## config.mk

```make
export PLATFORM = sky130hd
export DESIGN_NAME = mem_port_arbiter
export DESIGN_NICKNAME = d
export VERILOG_FILES = /design/src/rtl/mem_arb_pkg.sv /design/src/rtl/mem_port_arbiter_rr_pick.sv /design/src/rtl/mem_port_arbiter.sv
export SDC_FILE = /design/constraint.sdc
export NUM_CORES = 1
export LEC_CHECK = 0
export BUFFER_PORTS_ARGS = -buffer_cell sky130_fd_sc_hd__buf_2
export CORE_AREA = 2 2 105 107
export DETAILED_ROUTE_END_ITERATION = 8
export DIE_AREA = 0 0 107 109
export PLACE_DENSITY = 0.79
export RECOVER_POWER = 50
export SKIP_CTS_REPAIR_TIMING = 1
export SLEW_MARGIN = 30
export SYNTH_ARGS = -nofsm -noshare
export SYNTH_HDL_FRONTEND = slang
export SYNTH_HIERARCHICAL = 1
export SYNTH_SLANG_ARGS = --single-unit
```

## constraint.sdc

```tcl
create_clock -name clk -period 4.5 [get_ports clk]
set_input_delay 0.45 -clock clk [delete_from_list [all_inputs] [get_ports clk]]
set_output_delay 0.45 -clock clk [all_outputs]
set_load 0.03 [all_outputs]
```

## src/rtl/mem_arb_pkg.sv

```systemverilog
// Shared widths and helpers for the memory-port arbiter and its round-robin picker.
package mem_arb_pkg;

  localparam int DEF_NUM_REQ      = 2;
  localparam int DEF_ADDR_W       = 32;
  localparam int DEF_DATA_W       = 32;
  localparam int DEF_READ_LATENCY = 1;

  // Owner-index width; a single-bit index is kept even for one or two masters.
  function automatic int idxWidth(input int n);
    return (n <= 2) ? 1 : $clog2(n);
  endfunction

endpackage

```

## src/rtl/mem_port_arbiter_rr_pick.sv

```systemverilog
// Combinational round-robin picker: first requester at or after the start index wins.
module rr_pick
  import mem_arb_pkg::*;
#(
  parameter int N     = DEF_NUM_REQ,
  parameter int IDX_W = idxWidth(N)
) (
  input  logic [N-1:0]     req_i,
  input  logic [IDX_W-1:0] start_i,
  output logic [N-1:0]     gnt_o,
  output logic [IDX_W-1:0] idx_o
);

  always_comb begin
    logic             found;
    int               cand;
    logic [IDX_W-1:0] candIdx;
    gnt_o   = '0;
    idx_o   = '0;
    found   = 1'b0;
    cand    = 0;
    candIdx = '0;
    for (int off = 0; off < N; off++) begin
      cand    = (int'(start_i) + off) % N;
      candIdx = IDX_W'(cand);
      if (!found && req_i[candIdx]) begin
        found          = 1'b1;
        gnt_o[candIdx] = 1'b1;
        idx_o          = candIdx;
      end
    end
  end

endmodule

```

## src/rtl/mem_port_arbiter.sv

```systemverilog
// Round-robin arbiter sharing one synchronous memory port between NUM_REQ masters,
// with a per-master lock for read-modify-write and an in-order read-return tracker.
module mem_port_arbiter
  import mem_arb_pkg::*;
#(
  parameter int NUM_REQ      = DEF_NUM_REQ,
  parameter int ADDR_W       = DEF_ADDR_W,
  parameter int DATA_W       = DEF_DATA_W,
  parameter int READ_LATENCY = DEF_READ_LATENCY
) (
  input  logic                      clk,
  input  logic                      resetn,
  input  logic [NUM_REQ-1:0]        req,
  input  logic [NUM_REQ-1:0]        req_we,
  input  logic [NUM_REQ-1:0]        req_lock,
  input  logic [NUM_REQ*ADDR_W-1:0] req_addr,
  input  logic [NUM_REQ*DATA_W-1:0] req_wdata,
  output logic [NUM_REQ-1:0]        gnt,
  output logic [NUM_REQ-1:0]        rvalid,
  output logic [DATA_W-1:0]         rdata,
  output logic [ADDR_W-1:0]         address,
  output logic [DATA_W-1:0]         data_out,
  output logic                      we,
  input  logic [DATA_W-1:0]         data_in
);

  localparam int IDX_W = idxWidth(NUM_REQ);
  localparam int DEPTH = READ_LATENCY + 1;
  localparam logic [IDX_W-1:0] LAST_IDX = IDX_W'(NUM_REQ - 1);

  logic [ADDR_W-1:0] addrArr  [NUM_REQ];
  logic [DATA_W-1:0] wdataArr [NUM_REQ];

  logic [IDX_W-1:0]   lastIdx_q, lastIdx_d;
  logic               locked_q, locked_d;
  logic [ADDR_W-1:0]  addr_q, addr_d;
  logic [DATA_W-1:0]  dataOut_q, dataOut_d;
  logic               we_q, we_d;
  logic [NUM_REQ-1:0] rvalid_q, rvalid_d;
  logic [DATA_W-1:0]  rdata_q, rdata_d;

  logic [DEPTH-1:0]            trkValid_q;
  logic [DEPTH-1:0][IDX_W-1:0] trkOwner_q;

  logic [IDX_W-1:0]   startIdx, pickIdx, grantIdx;
  logic [NUM_REQ-1:0] pickGnt, lastOneHot;
  logic               lockHold, anyGrant, headValid;

  for (genvar i = 0; i < NUM_REQ; i++) begin : g_unpack
    assign addrArr[i]  = req_addr[i*ADDR_W +: ADDR_W];
    assign wdataArr[i] = req_wdata[i*DATA_W +: DATA_W];
  end

  assign startIdx = (lastIdx_q == LAST_IDX) ? '0 : lastIdx_q + IDX_W'(1);

  rr_pick #(
    .N     (NUM_REQ),
    .IDX_W (IDX_W)
  ) u_pick (
    .req_i   (req),
    .start_i (startIdx),
    .gnt_o   (pickGnt),
    .idx_o   (pickIdx)
  );

  // A held lock overrides round-robin only while its owner keeps requesting.
  assign lockHold   = locked_q && req[lastIdx_q];
  assign lastOneHot = NUM_REQ'(1) << lastIdx_q;
  assign anyGrant   = resetn && (|req);
  assign grantIdx   = lockHold ? lastIdx_q : pickIdx;
  assign gnt        = !resetn ? '0 : (lockHold ? lastOneHot : pickGnt);

  always_comb begin
    lastIdx_d = lastIdx_q;
    locked_d  = locked_q;
    addr_d    = addr_q;
    dataOut_d = dataOut_q;
    we_d      = 1'b0;
    headValid = 1'b0;
    if (anyGrant) begin
      lastIdx_d = grantIdx;
      locked_d  = req_lock[grantIdx];
      addr_d    = addrArr[grantIdx];
      dataOut_d = wdataArr[grantIdx];
      we_d      = req_we[grantIdx];
      headValid = !req_we[grantIdx];
    end else if (!req[lastIdx_q]) begin
      locked_d = 1'b0;
    end
  end

  always_comb begin
    rvalid_d = '0;
    rdata_d  = rdata_q;
    if (trkValid_q[DEPTH-1]) begin
      rvalid_d = NUM_REQ'(1) << trkOwner_q[DEPTH-1];
      rdata_d  = data_in;
    end
  end

  // Reset also flushes the tracker so reads issued before it never return.
  always_ff @(posedge clk) begin
    if (!resetn) begin
      lastIdx_q  <= LAST_IDX;
      locked_q   <= 1'b0;
      addr_q     <= '0;
      dataOut_q  <= '0;
      we_q       <= 1'b0;
      rvalid_q   <= '0;
      rdata_q    <= '0;
      trkValid_q <= '0;
      trkOwner_q <= '0;
    end else begin
      lastIdx_q  <= lastIdx_d;
      locked_q   <= locked_d;
      addr_q     <= addr_d;
      dataOut_q  <= dataOut_d;
      we_q       <= we_d;
      rvalid_q   <= rvalid_d;
      rdata_q    <= rdata_d;
      trkValid_q <= {trkValid_q[DEPTH-2:0], headValid};
      trkOwner_q <= {trkOwner_q[DEPTH-2:0], grantIdx};
    end
  end

  assign address  = addr_q;
  assign data_out = dataOut_q;
  assign we       = we_q;
  assign rvalid   = rvalid_q;
  assign rdata    = rdata_q;

endmodule

```

==> qor.csv <==
metric,value,unit
#FFs+latches synth,105,
"Seq/Total Area, Yosys",0.514,
DR iter-0 viols,148,
fraction of layout cells with a size suffix above 1,0.284,
Tot GR Track Use,0.177,
Synth Flop Type,dfxtp_1,
"Hold Vio Cnt, Final",0,
Mapped Cells,422,
die width,107,um
Static Leak,2.51,nW
number of nets in the layout,846,
Setup Crit Path Kind,reg -> reg,
sequential share of power,0.496,
# diodes,0,
post-synth top area cell,dfxtp_1,
GP Congestion,0.734,
DR WL/cell,13.5,um
worst skew pair latency,0.35,ns
Slew @ Worst Pin,1.80,ns
core area,0.0106,mm^2
TNS Setup,0,ns
Rel. slew slack,-0.203,
H-Tree Level Count,3,
Sink Count,105,
fin crit share,0.484,
HP Class,in -> reg,
status,finished with violations,
P&R area growth vs syn,36.8,%
synth top area cells,"dfxtp_1 (51%), mux2i_1 (24%), nand2_1 (6.2%)",
Crit. End Element,register,
Worst Skew,0.00769,ns
final setup vio count,0,
"leading cell types in the layout, fill and taps excluded","buf_2 (169), dfxtp_1 (105), clkbuf_1 (99)",
asr flop ratio synth,0,
yosys warns,6,
setup slack after layout,2.32,ns
vias in the first global route,3639,
root buf cell,clkbuf_8,
Max Cap Violations,1,
RSZ-0062 raised after global routing,no,
Port Buf Inserts,268,
R2R setup slack,2.32,ns
Required @ worst endpoint,4.73,ns
Switching Share,0.310,
number of fillers in the final layout,1018,
first-pass GRT wire length,16500,um
CTS buffer count,9,
number of synthesized flops with an enable pin,0,
"commonest non-fill, non-tap cell in the layout",buf_2,
Startpoint Class,register,
largest net degree at the start of global routing,65,
Slew Limit Fails,35,
CP arrival,2.41,ns
sw power,0.652,mW
vias after detailed routing,3879,
drt pass-1 iters,4,
clock share of power,0.278,
worst r2r src,lastIdx_q,
num rows,38,
fmax,459,MHz
Syn Std Cell Area,0.00409,mm^2
maximum root-to-sink buffer count,2,
initial antenna violation count,0,
combinational group share of total power,0.226,
Post-Syn Nets,590,
"worst slack, placed",2.19,ns
clock transition at the registers of the reported paths,0.10,ns
Netlist cell types,22,
Total Routed Length,11100,um
Crit. Startpoint,lastIdx_q,
Die Footprint,0.0117,mm^2
Routed Antenna Nets,0,
drt drc,0,
CTS tree,built,
hold_sp,data_in[23],
grt ovf,0,
Internal Dissipation,1.45,mW
syn_area_per_cell,9.69,um^2
Final HPWL DP,8580,um
Power Dens Cells,376,mW/mm^2
routed vias/inst,4.71,
post-synth top area share,0.514,
peak supply drop,195,uV
failing checks,"capacitance limit, slew limit",
crit-path max FO,38,
Starting Density,0.386,
final critical-path required period,2.18,ns
die height,109,um
num ports,269,
[critical path, cell delays in order (launching register included)]
cell and delay, ns:
dfxtp_1 0.37, inv_1 0.12, inv_1 0.09, a21boi_1 0.11, a21oi_1 0.27, a2bb2oi_4 0.17
buf_4 0.50, mux2i_1 0.29, o21ai_0 0.10
[path summary, 6_finish.rpt]
kind                              endpoint  depth (start not counted)
worst max-delay path            address[8]                          8
worst min-delay path             rdata[23]                          3
worst max register to register  address[8]                          8
worst min register to register   rvalid[0]                          1
[cell usage after synthesis (2+ instances only)]
cell,count
dfxtp_1,105
mux2i_1,98
nand2_1,68
nor2_1,41
o21ai_0,37
o21ai_1,28
clkbuf_1,13
a21oi_1,5
buf_2,4
buf_4,4
buf_1,3
buf_6,3
a21boi_1,2
and2_1,2
inv_1,2
[metal layers]
metal  track usage  share of wire  vias to the layer above  routed length (um)
met5             0              0                        -                   0
met4        0.0742          0.017                        0                 187
met3        0.0490          0.081                       15                 902
met2         0.326           0.51                      182                5640
met1         0.191           0.39                     1739                4350
li1              -              -                     1943                   -
[through the flow]
step | power (mW) | cell area (um^2) | util | hold slack (ns) | cells
floorplan | 1.38 | 4090 | - | 0.383 | 422
global placement | 1.54 | 5510 | 0.520 | 0.390 | 807
detailed placement | 1.56 | 5510 | 0.520 | 0.401 | 807
CTS | 2.14 | 5720 | 0.539 | 0.309 | 823
global route | 2.21 | 5590 | 0.527 | 0.313 | 823
finish | 2.10 | 5590 | 0.527 | 0.330 | 823
[cell type report]
class | count | area [um^2] | area share
flip-flops and latches | 105 | 2100 | 0.376
multi-input cells | 287 | 1850 | 0.331
repair buffers | 272 | 1250 | 0.223
well taps | 140 | 175 | 0.0313
clock buffers | 10 | 138 | 0.0246
clock inverters | 6 | 65.1 | 0.0116
inverters | 3 | 11.3 | 0.00201
[power by group through the flow]
stage	clock (mW)	combinational [mW]	sequential (mW)
after floorplan	0	0.198	1.18
after global placement	0	0.484	1.06
after detailed placement	0	0.495	1.06
after CTS	0.605	0.496	1.04
after global routing	0.645	0.511	1.05
final	0.584	0.474	1.04
[kinds of logic after synthesis]
logic type | synth area share
and+or+nand+nor | 0.110
AOI/OAI and AO/OA | 0.0976
buffers and inverters | 0.0380
DFF | 0.514
muxes | 0.240
[sequential cells by signal, indices dropped and copies added, names as in the netlist]
name        count
rdata          32
data_out       32
address        32
lastIdx_q       1
trkValid_q      2
rvalid          2
we              1
locked_q        1
trkOwner_q      2
Power figures use the tool's default switching activity.
